$ cat src/rtl/hazard_controller_if.sv
// hazard_controller_if: ID-stage decode, resolution and pipeline-control signals of the hazard controller.
interface hazard_controller_if;
  logic       id_valid;
  logic [4:0] id_rs1;
  logic [4:0] id_rs2;
  logic       id_use_rs1;
  logic       id_use_rs2;
  logic [4:0] id_rd;
  logic       id_reg_write;
  logic       id_is_load;
  logic       id_mem_access;
  logic       ex_branch_taken;
  logic       dm_ready;
  logic       stall_if;
  logic       stall_id;
  logic       stall_ex;
  logic       stall_mem;
  logic       flush_id;
  logic       flush_ex;
  logic [1:0] forward_a;
  logic [1:0] forward_b;
  logic       ex_valid;
  logic       mem_valid;
  logic       wb_valid;
  logic [7:0] mem_wait_cycles;
  modport master (
    output id_valid, id_rs1, id_rs2, id_use_rs1, id_use_rs2, id_rd, id_reg_write, id_is_load,
           id_mem_access, ex_branch_taken, dm_ready,
    input  stall_if, stall_id, stall_ex, stall_mem, flush_id, flush_ex, forward_a, forward_b,
           ex_valid, mem_valid, wb_valid, mem_wait_cycles
  );
  modport slave (
    input  id_valid, id_rs1, id_rs2, id_use_rs1, id_use_rs2, id_rd, id_reg_write, id_is_load,
           id_mem_access, ex_branch_taken, dm_ready,
    output stall_if, stall_id, stall_ex, stall_mem, flush_id, flush_ex, forward_a, forward_b,
           ex_valid, mem_valid, wb_valid, mem_wait_cycles
  );
endinterface

$ cat src/rtl/hazard_controller.sv
// hazard_controller: stall/flush/forward control for a 5-stage pipeline with a waiting data memory.
module hazard_controller (
  input logic clk,
  input logic rst,
  hazard_controller_if.slave bus
);
  typedef enum logic {RUN, MEM_WAIT} state_t;
  typedef struct packed {
    logic       valid;
    logic [4:0] rs1;
    logic [4:0] rs2;
    logic [4:0] rd;
    logic       reg_write;
    logic       is_load;
    logic       mem_access;
  } ex_t;
  typedef struct packed {
    logic       valid;
    logic [4:0] rd;
    logic       reg_write;
    logic       is_load;
    logic       mem_access;
  } mem_t;
  typedef struct packed {
    logic       valid;
    logic [4:0] rd;
    logic       reg_write;
  } wb_t;
  ex_t    ex_q, ex_d;
  mem_t   mem_q, mem_d;
  wb_t    wb_q, wb_d;
  state_t state_q, state_d;
  logic [7:0] cnt_q, cnt_d;
  logic freeze, load_use, branch, flush_ex;
  // Loads are excluded from MEM forwarding: their data only exists once they reach WB.
  function automatic logic [1:0] fwd(input logic [4:0] rs);
    return !ex_q.valid ? 2'b00
         : (mem_q.valid && mem_q.reg_write && !mem_q.is_load && mem_q.rd != 5'd0 && mem_q.rd == rs) ? 2'b10
         : (wb_q.valid && wb_q.reg_write && wb_q.rd != 5'd0 && wb_q.rd == rs) ? 2'b01
         : 2'b00;
  endfunction
  always_comb begin
    freeze   = !rst && mem_q.valid && mem_q.mem_access && !bus.dm_ready;
    load_use = !rst && bus.id_valid && ex_q.valid && ex_q.is_load && ex_q.rd != 5'd0 &&
               ((bus.id_use_rs1 && bus.id_rs1 == ex_q.rd) || (bus.id_use_rs2 && bus.id_rs2 == ex_q.rd));
    branch   = !rst && !freeze && bus.ex_branch_taken;
    flush_ex = branch || (!freeze && load_use);
  end
  assign bus.stall_if        = freeze || (!branch && load_use);
  assign bus.stall_id        = freeze || (!branch && load_use);
  assign bus.stall_ex        = freeze;
  assign bus.stall_mem       = freeze;
  assign bus.flush_id        = branch;
  assign bus.flush_ex        = flush_ex;
  assign bus.forward_a       = fwd(ex_q.rs1);
  assign bus.forward_b       = fwd(ex_q.rs2);
  assign bus.ex_valid        = ex_q.valid;
  assign bus.mem_valid       = mem_q.valid;
  assign bus.wb_valid        = wb_q.valid;
  assign bus.mem_wait_cycles = cnt_q;
  always_comb begin
    ex_d  = ex_q;
    mem_d = mem_q;
    wb_d  = wb_q;
    if (freeze) begin
      wb_d.valid = 1'b0;
    end else begin
      wb_d  = '{mem_q.valid, mem_q.rd, mem_q.reg_write};
      mem_d = '{ex_q.valid, ex_q.rd, ex_q.reg_write, ex_q.is_load, ex_q.mem_access};
      ex_d  = '{bus.id_valid && !flush_ex, bus.id_rs1, bus.id_rs2, bus.id_rd,
                bus.id_reg_write, bus.id_is_load, bus.id_mem_access};
    end
    state_d = freeze ? MEM_WAIT : RUN;
    cnt_d   = !freeze ? cnt_q
            : state_q == RUN ? 8'd1
            : cnt_q == 8'hff ? cnt_q
            : cnt_q + 8'd1;
  end
  always_ff @(posedge clk) begin
    if (rst) begin
      ex_q    <= '0;
      mem_q   <= '0;
      wb_q    <= '0;
      state_q <= RUN;
      cnt_q   <= '0;
    end else begin
      ex_q    <= ex_d;
      mem_q   <= mem_d;
      wb_q    <= wb_d;
      state_q <= state_d;
      cnt_q   <= cnt_d;
    end
  end
endmodule
$ cat src/flat_wrapper.sv
// flat-port wrapper written by rule: the top's interface ports become plain ports
module hazard_controller_flat 
  (clk, rst, bus_id_valid, bus_id_rs1, bus_id_rs2, bus_id_use_rs1, bus_id_use_rs2, bus_id_rd, bus_id_reg_write, bus_id_is_load, bus_id_mem_access, bus_ex_branch_taken, bus_dm_ready, bus_stall_if, bus_stall_id, bus_stall_ex, bus_stall_mem, bus_flush_id, bus_flush_ex, bus_forward_a, bus_forward_b, bus_ex_valid, bus_mem_valid, bus_wb_valid, bus_mem_wait_cycles);
  hazard_controller_if bus_i ();
  input logic clk;
  input logic rst;
  input wire logic [$bits(bus_i.id_valid)-1:0] bus_id_valid;
  input wire logic [$bits(bus_i.id_rs1)-1:0] bus_id_rs1;
  input wire logic [$bits(bus_i.id_rs2)-1:0] bus_id_rs2;
  input wire logic [$bits(bus_i.id_use_rs1)-1:0] bus_id_use_rs1;
  input wire logic [$bits(bus_i.id_use_rs2)-1:0] bus_id_use_rs2;
  input wire logic [$bits(bus_i.id_rd)-1:0] bus_id_rd;
  input wire logic [$bits(bus_i.id_reg_write)-1:0] bus_id_reg_write;
  input wire logic [$bits(bus_i.id_is_load)-1:0] bus_id_is_load;
  input wire logic [$bits(bus_i.id_mem_access)-1:0] bus_id_mem_access;
  input wire logic [$bits(bus_i.ex_branch_taken)-1:0] bus_ex_branch_taken;
  input wire logic [$bits(bus_i.dm_ready)-1:0] bus_dm_ready;
  output wire logic [$bits(bus_i.stall_if)-1:0] bus_stall_if;
  output wire logic [$bits(bus_i.stall_id)-1:0] bus_stall_id;
  output wire logic [$bits(bus_i.stall_ex)-1:0] bus_stall_ex;
  output wire logic [$bits(bus_i.stall_mem)-1:0] bus_stall_mem;
  output wire logic [$bits(bus_i.flush_id)-1:0] bus_flush_id;
  output wire logic [$bits(bus_i.flush_ex)-1:0] bus_flush_ex;
  output wire logic [$bits(bus_i.forward_a)-1:0] bus_forward_a;
  output wire logic [$bits(bus_i.forward_b)-1:0] bus_forward_b;
  output wire logic [$bits(bus_i.ex_valid)-1:0] bus_ex_valid;
  output wire logic [$bits(bus_i.mem_valid)-1:0] bus_mem_valid;
  output wire logic [$bits(bus_i.wb_valid)-1:0] bus_wb_valid;
  output wire logic [$bits(bus_i.mem_wait_cycles)-1:0] bus_mem_wait_cycles;
  assign bus_i.id_valid = bus_id_valid;
  assign bus_i.id_rs1 = bus_id_rs1;
  assign bus_i.id_rs2 = bus_id_rs2;
  assign bus_i.id_use_rs1 = bus_id_use_rs1;
  assign bus_i.id_use_rs2 = bus_id_use_rs2;
  assign bus_i.id_rd = bus_id_rd;
  assign bus_i.id_reg_write = bus_id_reg_write;
  assign bus_i.id_is_load = bus_id_is_load;
  assign bus_i.id_mem_access = bus_id_mem_access;
  assign bus_i.ex_branch_taken = bus_ex_branch_taken;
  assign bus_i.dm_ready = bus_dm_ready;
  assign bus_stall_if = bus_i.stall_if;
  assign bus_stall_id = bus_i.stall_id;
  assign bus_stall_ex = bus_i.stall_ex;
  assign bus_stall_mem = bus_i.stall_mem;
  assign bus_flush_id = bus_i.flush_id;
  assign bus_flush_ex = bus_i.flush_ex;
  assign bus_forward_a = bus_i.forward_a;
  assign bus_forward_b = bus_i.forward_b;
  assign bus_ex_valid = bus_i.ex_valid;
  assign bus_mem_valid = bus_i.mem_valid;
  assign bus_wb_valid = bus_i.wb_valid;
  assign bus_mem_wait_cycles = bus_i.mem_wait_cycles;
  hazard_controller u_core (.clk(clk), .rst(rst), .bus(bus_i));
endmodule
$ cat config.mk
export PLATFORM = sky130hd
export DESIGN_NAME = hazard_controller_flat
export DESIGN_NICKNAME = d
export VERILOG_FILES = /design/src/rtl/hazard_controller_if.sv /design/src/rtl/hazard_controller.sv /design/src/flat_wrapper.sv
export SDC_FILE = /design/constraint.sdc
export NUM_CORES = 1
export LEC_CHECK = 0
export BUFFER_PORTS_ARGS = -buffer_cell sky130_fd_sc_hd__buf_2
export CORE_UTILIZATION = 48
export DETAILED_ROUTE_END_ITERATION = 12
export PLACE_DENSITY = 0.83
export SLEW_MARGIN = 10
export SYNTH_ARGS = -nofsm -noshare
export SYNTH_HDL_FRONTEND = slang
export SYNTH_SLANG_ARGS = --single-unit
$ cat constraint.sdc
create_clock -name clk -period 1.7 [get_ports clk]
set_input_delay 0.34 -clock clk [delete_from_list [all_inputs] [get_ports clk]]
set_output_delay 0.34 -clock clk [all_outputs]
set_load 0.05 [all_outputs]
Word-level counts from Yosys, hierarchy flattened
Index checks and enable logic that the tools add are counted.
Word-level totals
  register bits after elaboration: 44
  bits in latches: 0
  RAM bits: 0
  bits in read-only memories: 0
  input port bits: 25
  output and inout port bits: 21
  logic and storage cells: 73
  memories kept: 0
Cells by class
  $add $sub $neg: 1
  multipliers: 0
  divide/modulo/power cells: 0
  order comparisons: 0
  equality and inequality tests: 8
  shifts and indexed selects: 0
  multiplexer cells: 9
  bitwise operators: 0
  reductions and logical operators: 38
Operators by type and width (number)
  $eq 5x5->1: 6
  $logic_and 1x1->1: 24
  $mux 8: 2
  $reduce_bool 5->1: 3
  $add 8x1->8 const B: 1
  $eq 8x8->1 const B: 1
  $mux 2: 4
  $logic_not 1->1: 6
  $logic_or 1x1->1: 3
  $mux 1: 3
  $ne 2x2->1 const B: 1
  $reduce_and 2->1: 1
  $reduce_or 2->1: 1

Logic depth before layout (Yosys ltp)
Gate-level depths: netlist (run 1).
  word-level depth: 10
  gate-level depth with buffers: 9
  depth with buffers taken out: 7

Least setup slack after synthesis (run 1)
Ideal clock, no wire load.
  path type: register -> output
  from: register u_core.mem_q, in the netlist u_core.bus.mem_valid
  to: output port bus_stall_if
  arrival: 3.286 ns
  data required time: 1.360 ns
  path slack: -1.926 ns
  cell stages (with the launch flop): 9
  path buffers: 2
  cells stage by stage: dfxtp_1 -> nand3_2 -> clkinv_2 -> buf_2 -> nor2_1 -> nand2_1 -> inv_1 -> o31ai_1 -> buf_4
Between the ends
  longest elaborated chain between the ends: 9
RTL lines
  start: declaration: RTL line hazard_controller.sv:30  | mem_t mem_q, mem_d;
  start signal: assignment: RTL line hazard_controller.sv:88  | mem_q <= mem_d;
  $logic_and 1x1->1 (3 in a row): RTL line hazard_controller.sv:43  | freeze = !rst && mem_q.valid && mem_q.mem_access && !bus.dm_ready;
  $logic_not 1->1: RTL line hazard_controller.sv:46  | branch = !rst && !freeze && bus.ex_branch_taken;
  $logic_and 1x1->1 (2 in a row): RTL line hazard_controller.sv:46
  via bus_flush_id: RTL line flat_wrapper.sv:22  | output wire logic [$bits(bus_i.flush_id)-1:0] bus_flush_id;
  $logic_not 1->1
  $logic_and 1x1->1
  $logic_or 1x1->1
  end: declaration: RTL line flat_wrapper.sv:18  | output wire logic [$bits(bus_i.stall_if)-1:0] bus_stall_if;
The timed path passes the listed nets, and every way through them passes these cells.

Worst setup path after layout (run 1)
  from: register u_core.mem_q[4] (netlist name)
  to: output port bus_forward_b[1]
Between the ends
  longest elaborated chain between the ends: 5
  elaborated cells between the ends (all ways): 6
  classes of those cells: eq/ne (1); mux (2); reduce/logical (3)
RTL lines
  $reduce_bool 5->1: RTL line hazard_controller.sv:38  | : (mem_q.valid && mem_q.reg_write && !mem_q.is_load && mem_q.rd != 5'd0 && mem_q.rd == rs) ? 2'b10
  $logic_and 1x1->1: RTL line hazard_controller.sv:38
  $logic_and 1x1->1 (*): RTL line hazard_controller.sv:38
  $mux 2 (*): RTL line hazard_controller.sv:38
  $mux 2 (*): RTL line hazard_controller.sv:37  | return !ex_q.valid ? 2'b00
  end: declaration: RTL line flat_wrapper.sv:25  | output wire logic [$bits(bus_i.forward_b)-1:0] bus_forward_b;
Every way passes the cells marked *; elsewhere a longest branch is shown, timed or not.

==> results of run 1 <==
## worst paths after layout
path / startpoint / to / slack (ps)
worst max-delay path: u_core.mem_q[4]$_SDFFE_PP0N_ / bus_forward_b[1] / -550
worst min-delay path: bus_id_rd[1] / u_core.ex_q[4]$_SDFFE_PP0N_ / 280
worst max register to register: u_core.bus.mem_valid$_SDFFE_PP0N_ / u_core.bus.mem_wait_cycles[7]$_SDFFE_PP0P_ / 80
worst min register to register: u_core.ex_q[1]$_SDFFE_PP0N_ / u_core.ex_q[1]$_SDFFE_PP0N_ / 460
## flip-flops by register name (all words and copies together) (netlist names)
name                        cells
u_core.bus.wb_valid             1
u_core.bus.mem_valid            1
u_core.mem_q                    8
u_core.wb_q                     6
u_core.bus.ex_valid             1
u_core.state_q                  1
u_core.bus.mem_wait_cycles      8
u_core.ex_q                    18
## power by group through the flow
stage | clock network (mW) | logic, mW | registers, mW
after detailed placement | 0 | 0.290 | 1.13
after floorplan | 0 | 0.142 | 1.14
after CTS | 1.05 | 0.313 | 1.10
after global routing | 1.09 | 0.360 | 1.11
after global placement | 0 | 0.282 | 1.12
final | 1.04 | 0.335 | 1.11
## cells in the mapped netlist (2+ instances only)
cell	number
nand3_1	4
clkbuf_1	7
buf_2	2
o211ai_1	2
nand4_1	3
nor3_1	2
and2_1	2
a21oi_1	3
nor4_1	4
o2111ai_1	2
o31ai_1	5
inv_1	6
dfxtp_1	44
nand2b_1	28
nor2_1	7
mux2i_1	2
nand2_1	34
or4_1	7
buf_1	2
xor2_1	23
xnor2_1	10
buf_4	2
o21ai_0	32
## worst min-delay path: stages
cell and delay (ps):
buf_2 90, nand2b_1 60, o21ai_1 50
## stage by stage
stage          cell area [sq um]  TNS (ps)  utilization  worst slack (ps)  power (mW)
5_1_grt                     3210     -4170        0.774              -630        2.56
3_5_place_dp                2810     -2820        0.677              -512        1.42
2_1_floorplan               2270     -2440            -              -691        1.28
4_1_cts                     3130     -3840        0.755              -575        2.47
3_3_place_gp                2810     -2360        0.677              -476        1.41
6_report                    3210     -3590        0.774              -548        2.48
## kinds of logic after synthesis
| kind of cell | after synthesis | synth area share |
|---|---|---|
| AOI/OAI and AO/OA | 51 | 0.143 |
| xor gates and xnor gates | 33 | 0.135 |
| adders and majority gates | 1 | 0.00583 |
| buffers and inverters | 20 | 0.0403 |
| DFF | 44 | 0.411 |
| muxes | 2 | 0.00934 |
| and+or+nand+nor | 101 | 0.256 |
## what timing repair did
action,CTS,global route
gates resized for setup,37,12
buffers inserted,3,3
setup endpoints to repair,10,12
pin swaps,8,3
## cell usage in the layout (no fill, tap or decap), drive strengths merged, types with 2 or more instances in the layout
cell | Yosys | final
buf | 6 | 92
dfxtp | 44 | 44
nand2 | 34 | 34
o21ai | 34 | 34
nand2b | 28 | 28
xor2 | 23 | 23
xnor2 | 10 | 10
nor2 | 7 | 7
or4 | 7 | 7
clkbuf | 7 | 6
inv | 6 | 5
nand3 | 5 | 5
nor4 | 5 | 5
o31ai | 5 | 5
and2 | 4 | 4
nand4 | 3 | 3
o2111ai | 3 | 3
a21oi | 3 | 3
o211ai | 2 | 2
mux2i | 2 | 2
bufinv | 0 | 2
nor3 | 2 | 2
## cell type report
cell class	count	share of cell area
Inverter	7	0.0109
Clock buffer	6	0.0293
Sequential cell	44	0.283
Clock inverter	2	0.0187
Multi-Input combinational cell	188	0.431
Timing Repair Buffer	92	0.208
Tap cell	50	0.0195
## layer usage
layer / vias to the layer above / GRT usage
met3: 18 / 0.0609
met1: 953 / 0.284
met5: - / 0
li1: 1034 / -
met2: 53 / 0.467
met4: 0 / 0.110
==> key figures, run 1 <==
Run status
  • Status: complete, but fails checks
  • Failing checks: negative setup slack

Worst setup path
  • Most used cell, CP: buf_4
  • R2R cell count: 8
  • Crit-path max cell delay: 540 ps
  • CP Depth: 6
  • Crit path DAT: 1910 ps
  • Crit end category: primary output
  • Cell family contributing the most delay on the critical path: simple AND/OR/NAND/NOR gates
  • Startpoint type of the worst setup path: register
  • Crit path kind: reg -> out
  • Slowest library cell on the worst path: or4_4
  • Top fanout value on the critical path: 2
  • Worst path required time: 1360 ps
  • Cell chain of the critical path: or4_4, o2111ai_4, buf_4, nor4_4, and2_4, buf_4
  • CP bufs+invs: 2

Placed design
  • Placed cell count: 376
  • Number of buffers added on ports: 45
  • Placer Congestion: 0.817
  • HPWL after DPL: 3.94 mm

Timing
  • Worst-Margin Slew: 409 ps
  • Setup violators final: 7
  • Fmax achieved: 445 MHz
  • Final Hold Fails: 0
  • Rel. slew slack: 0.725
  • RSZ-0062 raised after global routing: yes
  • Fin Clk Skew: 6.46 ps
  • Fin. max-slew vios: 0
  • Hold Worst Slack: 276 ps
  • Final WS setup: -548 ps
  • Fin crit share: 1.32
  • Minimum clock period: 2250 ps

Synthesis
  • Flops & latches, synth: 44
  • Syn nets: 278
  • Synth Cell Area: 2140 sq um
  • Syn_area_per_cell: 8.51 sq um
  • Synth Flop Type: dfxtp_1
  • Area share of the largest cell type after synthesis: 0.411
  • Syn Inst Count: 252
  • Area contributors post-synth: dfxtp_1 (41%), xor2_1 (9.4%), nand2b_1 (8.2%)
  • Fraction of registers with async set/reset: 0
  • Number of flops mapped to enable cells by yosys: 0
  • Seq/Total Area, Yosys: 0.411
  • Unique masters post-synth: 42
  • Dominant cell type by area after synthesis: dfxtp_1
  • Yosys warns: 0

Pwr
  • P per Cell Area: 774 nW/um^2
  • Switching Fraction: 0.233
  • Switching power: 0.578 mW
  • P_leak: 1.37 nW
  • Clock power share: 0.419
  • Int Pwr: 1.90 mW
  • Max VDD drop: 0.517 mV
  • Logic pwr share: 0.135
  • Flop pwr share: 0.446

GRT
  • GR Overflow Total: 0
  • Largest net degree at the start of global routing: 37
  • GRT Resource Usage Total: 0.258
  • Vias in the first global route: 1,932
  • First-pass GRT wire length: 8.76 mm
  • Initial antenna violation count: 0

Cells and area
  • ANT cells: 0
  • Finished Layout Cells: 389
  • Nets: 364
  • Area of the multi-input gates: 1380 sq um
  • Filler cells: 272
  • Register area: 907 sq um
  • Layout cells sized above 1: 0.413
  • Area growth from synthesis to layout: 49.5%

Clocking
  • CTS root buf: clkbuf_8
  • CTS Sinks: 44
  • CTS Hold Bufs: 0
  • Worst skew pair latency: 300 ps
  • Clk slew on worst S/H paths: 90 ps
  • CTS tree: done
  • CTS Buf Count: 5
  • Clock Path Buffers: 2
  • H-tree levels: 2

Route
  • Post-detailed-route wirelength per cell: 14.8 um
  • WL final: 5.77 mm
  • Post-DRT Antenna Nets: 0
  • Max Used Layer: met4
  • Routed vias: 2,058
  • Wl on met1: 2.32 mm
  • WL met3: 229 um
  • Residual DRC count: 0
  • Vias per std cell: 5.29
  • Drt pass-1 iters: 4
  • Iteration-0 DRC Markers: 98
  • Met2 wire len: 3.04 mm

Floorplanning
  • Total die area: 4740 sq um
  • Core Box Area: 4140 sq um
  • Row count: 23
  • Die Y-Extent: 68.8 um
  • Die width: 68.8 um
  • I/O pins: 46
  • Initial Util: 0.518

Worst hold path
  • Min-Delay Path Depth: 3
  • Min-delay worst type: in -> reg

Run
  • Max Cap Viol: 0
No activity file was read; power rests on OpenSTA's default activity.
==> inputs of run 2 (changes only) <==
--- a/config.mk
+++ b/config.mk
@@ -8,7 +8,10 @@
 export BUFFER_PORTS_ARGS = -buffer_cell sky130_fd_sc_hd__buf_2
 export CORE_UTILIZATION = 48
 export DETAILED_ROUTE_END_ITERATION = 12
+export GPL_ROUTABILITY_DRIVEN = 0
 export PLACE_DENSITY = 0.83
+export SETUP_SLACK_MARGIN = 0.05
+export SKIP_CTS_REPAIR_TIMING = 1
 export SLEW_MARGIN = 10
 export SYNTH_ARGS = -nofsm -noshare
 export SYNTH_HDL_FRONTEND = slang
==> run 2 against run 1 <==
  * The run still ends with negative setup slack left
  * First-iteration DRC count down 30%
  * Worst hold slack got worse by 12 ps
  * Final area hardly changed
  * Via count decreased by 0.92%
  * Routed wire length rose by 0.71%
  * Largest cell class unchanged
  * Fmax decreased by 1.3%
  * Clock skew rose by 2.2 ps
  * Count of clock-buffer cells in the layout stayed put
  * Core utilization hardly changed
  * Flip-flop and latch count unchanged
  * Clock power barely moved
==> key figures, run 2 (synthesis results as in run 1) <==
Run status
  • Status: complete, but fails checks
  • Failing checks: negative setup slack

Placed design
  • Number of buffers added on ports: 45 (unchanged)
  • HPWL after DPL: 3.94 mm (unchanged)
  • Post-Place Worst Slack: -512 ps (unchanged)
  • Dpl cell area: 2810 sq um (unchanged)
  • Placed cell count: 376 (unchanged)

Worst setup path
  • Most used cell, CP: nor4_4
  • R2r startpoint: u_core.ex_q[3]$_SDFFE_PP0N_
  • R2R cell count: 6 (-2)
  • Startpoint type of the worst setup path: register
  • Worst path required time: 1360 ps (about the same)
  • Crit path DAT: 1940 ps (+30 ps)
  • Slowest library cell on the worst path: or4_4
  • Top fanout value on the critical path: 2 (unchanged)
  • Crit-path max cell delay: 540 ps (about the same)
  • Cell chain of the critical path: or4_4, o2111ai_4, nor4_4, nor4_4, buf_6
  • Crit end category: primary output
  • Reg2reg end: u_core.bus.ex_valid$_SDFFE_PP0N_
  • R2R setup slack: 70 ps (about the same)
  • Crit path kind: reg -> out

GRT
  • Largest net degree at the start of global routing: 37 (unchanged)
  • First-pass GRT wire length: 8.22 mm (-6.2%)
  • Initial antenna violation count: 0 (unchanged)
  • GR Overflow Total: 0 (unchanged)
  • GRT Resource Usage Total: 0.240 (-0.0177)
  • Vias in the first global route: 1,844 (-4.6%)

Clocking
  • CTS tree: done
  • CTS Sinks: 44 (unchanged)
  • Worst skew pair latency: 310 ps (about the same)
  • Clock Path Buffers: 2 (unchanged)
  • H-tree levels: 2 (unchanged)
  • CTS Buf Count: 5 (unchanged)
  • Clk slew on worst S/H paths: 90 ps (about the same)
  • CTS root buf: clkbuf_8

Route
  • Post-DRT Antenna Nets: 0 (unchanged)
  • Iteration-0 DRC Markers: 69 (-30%)
  • Drt pass-1 iters: 4 (unchanged)
  • Post-detailed-route wirelength per cell: 15.1 um (+1.8%)
  • Vias per std cell: 5.30 (+0.11%)
  • WL final: 5.81 mm (+0.71%)
  • Residual DRC count: 0 (unchanged)
  • Routed vias: 2,039 (-0.92%)

Cells and area
  • ANT cells: 0 (unchanged)
  • Layout cells sized above 1: 0.415 (+0.00195)
  • Biggest register: u_core.ex_q
  • Filler cells: 287 (+5.5%)
  • Commonest cells after routing, fill and taps aside: buf_4 (37), buf_2 (35), nand2_1 (33), o21ai_0 (32), dfxtp_1 (30)
  • Fin area: 3210 sq um (about the same)
  • Finished Layout Cells: 385 (-1.0%)
  • Area growth from synthesis to layout: 49.6% (about the same)
  • Nets: 360 (-1.1%)
  • Max FFs per register: 18 (unchanged)
  • Most common cell after layout, fill and taps aside: buf_4

Floorplanning
  • Row count: 23 (unchanged)
  • I/O pins: 46 (unchanged)
  • Die width: 68.8 um (unchanged)
  • Core Box Area: 4140 sq um (unchanged)
  • Initial Util: 0.518 (unchanged)
  • Total die area: 4740 sq um (unchanged)
  • Die Y-Extent: 68.8 um (unchanged)

Pwr
  • P per Cell Area: 778 nW/um^2 (+0.53%)
  • P_leak: 1.35 nW (-1.4%)
  • Max VDD drop: 0.605 mV (+17%)
  • Power Total: 2.50 mW (+0.57%)

Worst hold path
  • Worst hold start: bus_id_rd[1]
  • Min-Delay Path Depth: 3 (unchanged)
  • WHS Endpoint: u_core.ex_q[4]$_SDFFE_PP0N_
  • Min-delay worst type: in -> reg

Timing
  • Fin Clk Skew: 8.69 ps (+2.23 ps)
  • Rel. slew slack: 0.689 (-0.0361)
  • Final WS setup: -578 ps (-30.4 ps)
  • Worst-Margin Slew: 460 ps (+51.1 ps)
  • Fmax achieved: 439 MHz (-1.3%)
  • Fin crit share: 1.34 (+0.0179)
  • RSZ-0062 raised after global routing: yes
  • Final Hold Fails: 0 (unchanged)
  • Minimum clock period: 2280 ps (+30.4 ps)
  • Fin. max-slew vios: 0 (unchanged)
  • Setup violators final: 7 (unchanged)
  • Hold Worst Slack: 263 ps (-12.3 ps)

Run
  • Max Cap Viol: 0 (unchanged)
[run 2: changes by cell type in the layout (fill, tap and decap cells not counted), sizes merged]
| cell | before | now |
|---|---|---|
| buf | 92 | 88 |
[run 2: critical path: cells and delay by family, from the launching register on]
| kind | cells | cell delay, ps |
|---|---|---|
| AOI/OAI and AO/OA | 1 | 280 |
| buffers and inverters | 1 | 190 |
| DFF | 1 | 330 |
| and+or+nand+nor | 3 | 840 |
[run 2: layout make-up]
| type | count | area [sq um] | share of cell area |
|---|---|---|---|
| tap | 50 | 62.6 | 0.0195 |
| clock buffer | 6 | 93.8 | 0.0293 |
| inverter | 7 | 35.0 | 0.0109 |
| timing repair buffer | 88 | 652 | 0.203 |
| clock inverter | 2 | 60.1 | 0.0187 |
| multi-input combinational | 188 | 1400 | 0.435 |
| sequential | 44 | 908 | 0.283 |
[run 2: how the worst max path moves through the flow]
stage | from | endpoint | slack, ps | cells past startpoint
after floorplan | u_core.bus.mem_valid$_SDFFE_PP0N_ | bus_stall_if | -690 | 8
after global placement | bus_id_rs1[2] | bus_stall_if | -480 | 6
after detailed placement | bus_id_rs1[2] | bus_stall_id | -510 | 6
after CTS | u_core.ex_q[5]$_SDFFE_PP0N_ | bus_stall_id | -770 | 5
after global routing | u_core.mem_q[4]$_SDFFE_PP0N_ | bus_forward_b[0] | -650 | 6
final | u_core.mem_q[4]$_SDFFE_PP0N_ | bus_forward_a[0] | -580 | 5
[run 2: where the power goes]
group	internal, mW	total [mW]	switching (mW)
registers	1.07	1.11	0.0396
clock network	0.676	1.05	0.371
logic	0.164	0.342	0.178
total	1.91	2.50	0.588
[run 2: stage by stage]
stage / utilization / TNS, ps
after floorplan: - / -2440
after global routing: 0.774 / -4360
after detailed placement: 0.677 / -2820
after CTS: 0.714 / -5310
after global placement: 0.677 / -2360
final: 0.774 / -3760
[run 2: metal layers]
layer,track usage,wire length (um),vias up
met1,0.267,2360,975
met4,0.0765,74,0
met3,0.0592,166,10
met5,0,0,-
li1,-,-,1024
met2,0.442,3210,30
==> inputs of run 3 (changes only) <==
--- a/config.mk
+++ b/config.mk
@@ -5,11 +5,12 @@
 export SDC_FILE = /design/constraint.sdc
 export NUM_CORES = 1
 export LEC_CHECK = 0
+export ABC_AREA = 1
 export BUFFER_PORTS_ARGS = -buffer_cell sky130_fd_sc_hd__buf_2
-export CORE_UTILIZATION = 48
+export CORE_UTILIZATION = 49
 export DETAILED_ROUTE_END_ITERATION = 12
 export GPL_ROUTABILITY_DRIVEN = 0
-export PLACE_DENSITY = 0.83
+export PLACE_DENSITY = 0.85
 export SETUP_SLACK_MARGIN = 0.05
 export SKIP_CTS_REPAIR_TIMING = 1
 export SLEW_MARGIN = 10
==> run 3 against run 2 <==
  * The flow still finishes with violations (negative setup slack)
  * Core utilization shrank 11 points
  * Clock skew down 2.8 ps
  * Highest routed layer unchanged
  * Critical path type unchanged
  * Worst setup slack improved by 400 ps
  * Count of clock-buffer cells in the layout is 2 higher
  * Critical endpoint is now bus_forward_b[1]
  * Fmax increased by 21%
  * Worst hold slack improved by 6.2 ps
==> key figures, run 3 <==
Floorplanning
  • Core Box Area: 4350 sq um (+5.1%)
  • Die Y-Extent: 69.2 um (+0.54%)
  • Initial Util: 0.508 (-0.00918)
  • I/O pins: 46 (unchanged)
  • Total die area: 4790 sq um (+1.1%)
  • Row count: 24 (+4.3%)
  • Die width: 69.2 um (+0.54%)

Timing
  • Fmax achieved: 531 MHz (+21%)
  • Fin crit share: 1.11 (-0.232)
  • Worst-Margin Slew: 282 ps (-178 ps)
  • RSZ-0062 raised after global routing: yes
  • Setup violators final: 7 (unchanged)
  • Final Hold Fails: 0 (unchanged)
  • Final WS setup: -183 ps (+395 ps)
  • Rel. slew slack: 0.812 (+0.123)
  • Fin Setup TNS: -946 ps (+2820 ps)
  • Minimum clock period: 1880 ps (-395 ps)
  • Fin. max-slew vios: 0 (unchanged)
  • Fin Clk Skew: 5.88 ps (-2.81 ps)

Clocking
  • CTS tree: done
  • H-tree levels: 2 (unchanged)
  • Worst skew pair latency: 300 ps (about the same)
  • Clock Path Buffers: 2 (unchanged)
  • CTS root buf: clkbuf_8
  • Clk slew on worst S/H paths: 90 ps (about the same)
  • CTS Sinks: 44 (unchanged)
  • CTS Buf Count: 5 (unchanged)

Cells and area
  • ANT cells: 0 (unchanged)
  • Area growth from synthesis to layout: 30.1%
  • Nets: 396 (+10%)
  • Fin area: 2880 sq um (-10%)
  • Most common cell after layout, fill and taps aside: nand2_1
  • Biggest register: u_core.ex_q
  • Filler cells: 362 (+26%)
  • Max FFs per register: 18 (unchanged)
  • Commonest cells after routing, fill and taps aside: nand2_1 (57), inv_1 (38), buf_2 (36), dfxtp_1 (24)
  • Layout cells sized above 1: 0.369 (-0.0457)

Run
  • Max Cap Viol: 0 (unchanged)

Synthesis
  • Syn Inst Count: 313 (+24%)
  • Seq/Total Area, Yosys: 0.398 (-0.0128)
  • Yosys warns: 0 (unchanged)
  • Fraction of registers with async set/reset: 0 (unchanged)
  • Area contributors post-synth: dfxtp_1 (40%), nand2_1 (11%), inv_1 (8.8%)
  • Synth Flop Type: dfxtp_1
  • Dominant cell type by area after synthesis: dfxtp_1
  • Syn nets: 339 (+22%)
  • Count leader, synth: nand2_1
  • Area share of the largest cell type after synthesis: 0.398 (-0.0128)
  • Flops & latches, synth: 44 (unchanged)
  • Post-synth top cells: nand2_1 (67), inv_1 (52), dfxtp_1 (44)
  • Syn_area_per_cell: 7.07 sq um (-17%)
  • Number of flops mapped to enable cells by yosys: 0 (unchanged)
  • Synth Cell Area: 2210 sq um (+3.2%)
  • Unique masters post-synth: 29 (-31%)

Run status
  • Status: complete, but fails checks
  • Failing checks: negative setup slack

GRT
  • Vias in the first global route: 1,982 (+7.5%)
  • GR Overflow Total: 0 (unchanged)
  • Initial antenna violation count: 0 (unchanged)
  • Largest net degree at the start of global routing: 26 (-30%)
  • GRT Resource Usage Total: 0.225 (-0.0154)
  • First-pass GRT wire length: 8.56 mm (+4.1%)

Worst setup path
  • Startpoint type of the worst setup path: register
  • Crit path DAT: 1540 ps (-400 ps)
  • Slowest library cell on the worst path: dfxtp_4
  • Crit-path max cell delay: 380 ps (-160 ps)
  • Crit path kind: reg -> out
  • Worst path required time: 1360 ps (about the same)
  • Cell chain of the critical path: inv_4, nand2_2, nand4_1, a21oi_2, nand3_2, nor3_2, buf_6
  • Top fanout value on the critical path: 5 (+3)
  • Crit end category: primary output

Route
  • Post-DRT Antenna Nets: 0 (unchanged)
  • Residual DRC count: 0 (unchanged)
  • Drt pass-1 iters: 4 (unchanged)
  • WL final: 5.64 mm (-2.9%)
  • Routed vias: 2,234 (+9.6%)
  • Iteration-0 DRC Markers: 167 (+140%)
  • Post-detailed-route wirelength per cell: 13.3 um (-12%)
  • Vias per std cell: 5.28 (-0.28%)

Worst hold path
  • Min-delay worst type: in -> reg

Placed design
  • Number of buffers added on ports: 45 (unchanged)
  • Dpl cell area: 2530 sq um (-9.7%)
  • HPWL after DPL: 3.92 mm (-0.33%)
  • Post-Place Worst Slack: 25.1 ps (+538 ps)

Pwr
  • P per Cell Area: 770 nW/um^2 (-0.97%)
  • P_leak: 1.34 nW (-0.81%)
  • Max VDD drop: 0.604 mV (-0.24%)
[run 3: changes by cell type after synthesis, sizes merged, moves of 20 or more]
cell and change:
nand2 +36, xor2 -20, o22ai +23, nand2b -28
nand3 +24, inv +47, nor2 +22
[run 3: layout make-up]
class,count,area (sq um),share of cell area
Multi-Input combinational cell,203,1130,0.392
Sequential cell,44,921,0.320
Timing Repair Buffer,61,420,0.146
Inverter,55,223,0.0774
Clock buffer,8,121,0.0422
Tap cell,52,65.1,0.0226
[run 3: final timing paths]
path	start	endpoint	slack, ps	cells past startpoint
min reg2reg	u_core.ex_q[0]$_SDFFE_PP0N_	u_core.mem_q[0]$_SDFFE_PP0N_	480	2
max	u_core.mem_q[4]$_SDFFE_PP0N_	bus_forward_b[1]	-180	7
max reg2reg	u_core.bus.mem_wait_cycles[0]$_SDFFE_PP0P_	u_core.bus.mem_wait_cycles[2]$_SDFFE_PP0P_	270	10
min	bus_id_mem_access	u_core.ex_q[0]$_SDFFE_PP0N_	270	3
[run 3: stage by stage]
| step | hold WS, ps | std cells | utilization | power, mW |
|---|---|---|---|---|
| 2_1_floorplan | 429 | 313 | - | 1.29 |
| 3_3_place_gp | 450 | 410 | 0.582 | 1.37 |
| 3_5_place_dp | 465 | 410 | 0.582 | 1.37 |
| 4_1_cts | 261 | 418 | 0.610 | 2.18 |
| 5_1_grt | 275 | 423 | 0.661 | 2.32 |
| 6_report | 270 | 423 | 0.661 | 2.22 |
[run 3: where the power goes]
part / internal [mW] / switching [mW] / total [mW]
Clock: 0.460 / 0.362 / 0.821
Sequential: 1.07 / 0.0353 / 1.10
Combinational: 0.118 / 0.177 / 0.294
Total: 1.64 / 0.574 / 2.22
[run 3: kinds of logic (layout without fill, tap and decap cells)]
kind of cell | count (synthesis) | count (layout) | share of synthesized area
compound gates | 54 | 54 | 0.142
fa+ha+maj | 1 | 1 | 0.00565
simple gates | 143 | 143 | 0.288
buf+inv | 66 | 124 | 0.146
flops | 44 | 44 | 0.398
xor+xnor | 5 | 5 | 0.0198
[run 3: routing by layer]
metal	share of wire	up-vias	track usage	routed length [um]
met5	0	-	0	0
met4	0.032	0	0.0930	182
met3	0.044	17	0.0509	251
met2	0.50	59	0.374	2800
met1	0.43	1024	0.279	2410
li1	-	1134	-	-
[run 3: critical path, delay by kind of cell, from the launching register on]
family          cells  cell delay (ps)
simple gates        4              470
buf+inv             2              240
flops               1              380
compound gates      1              160
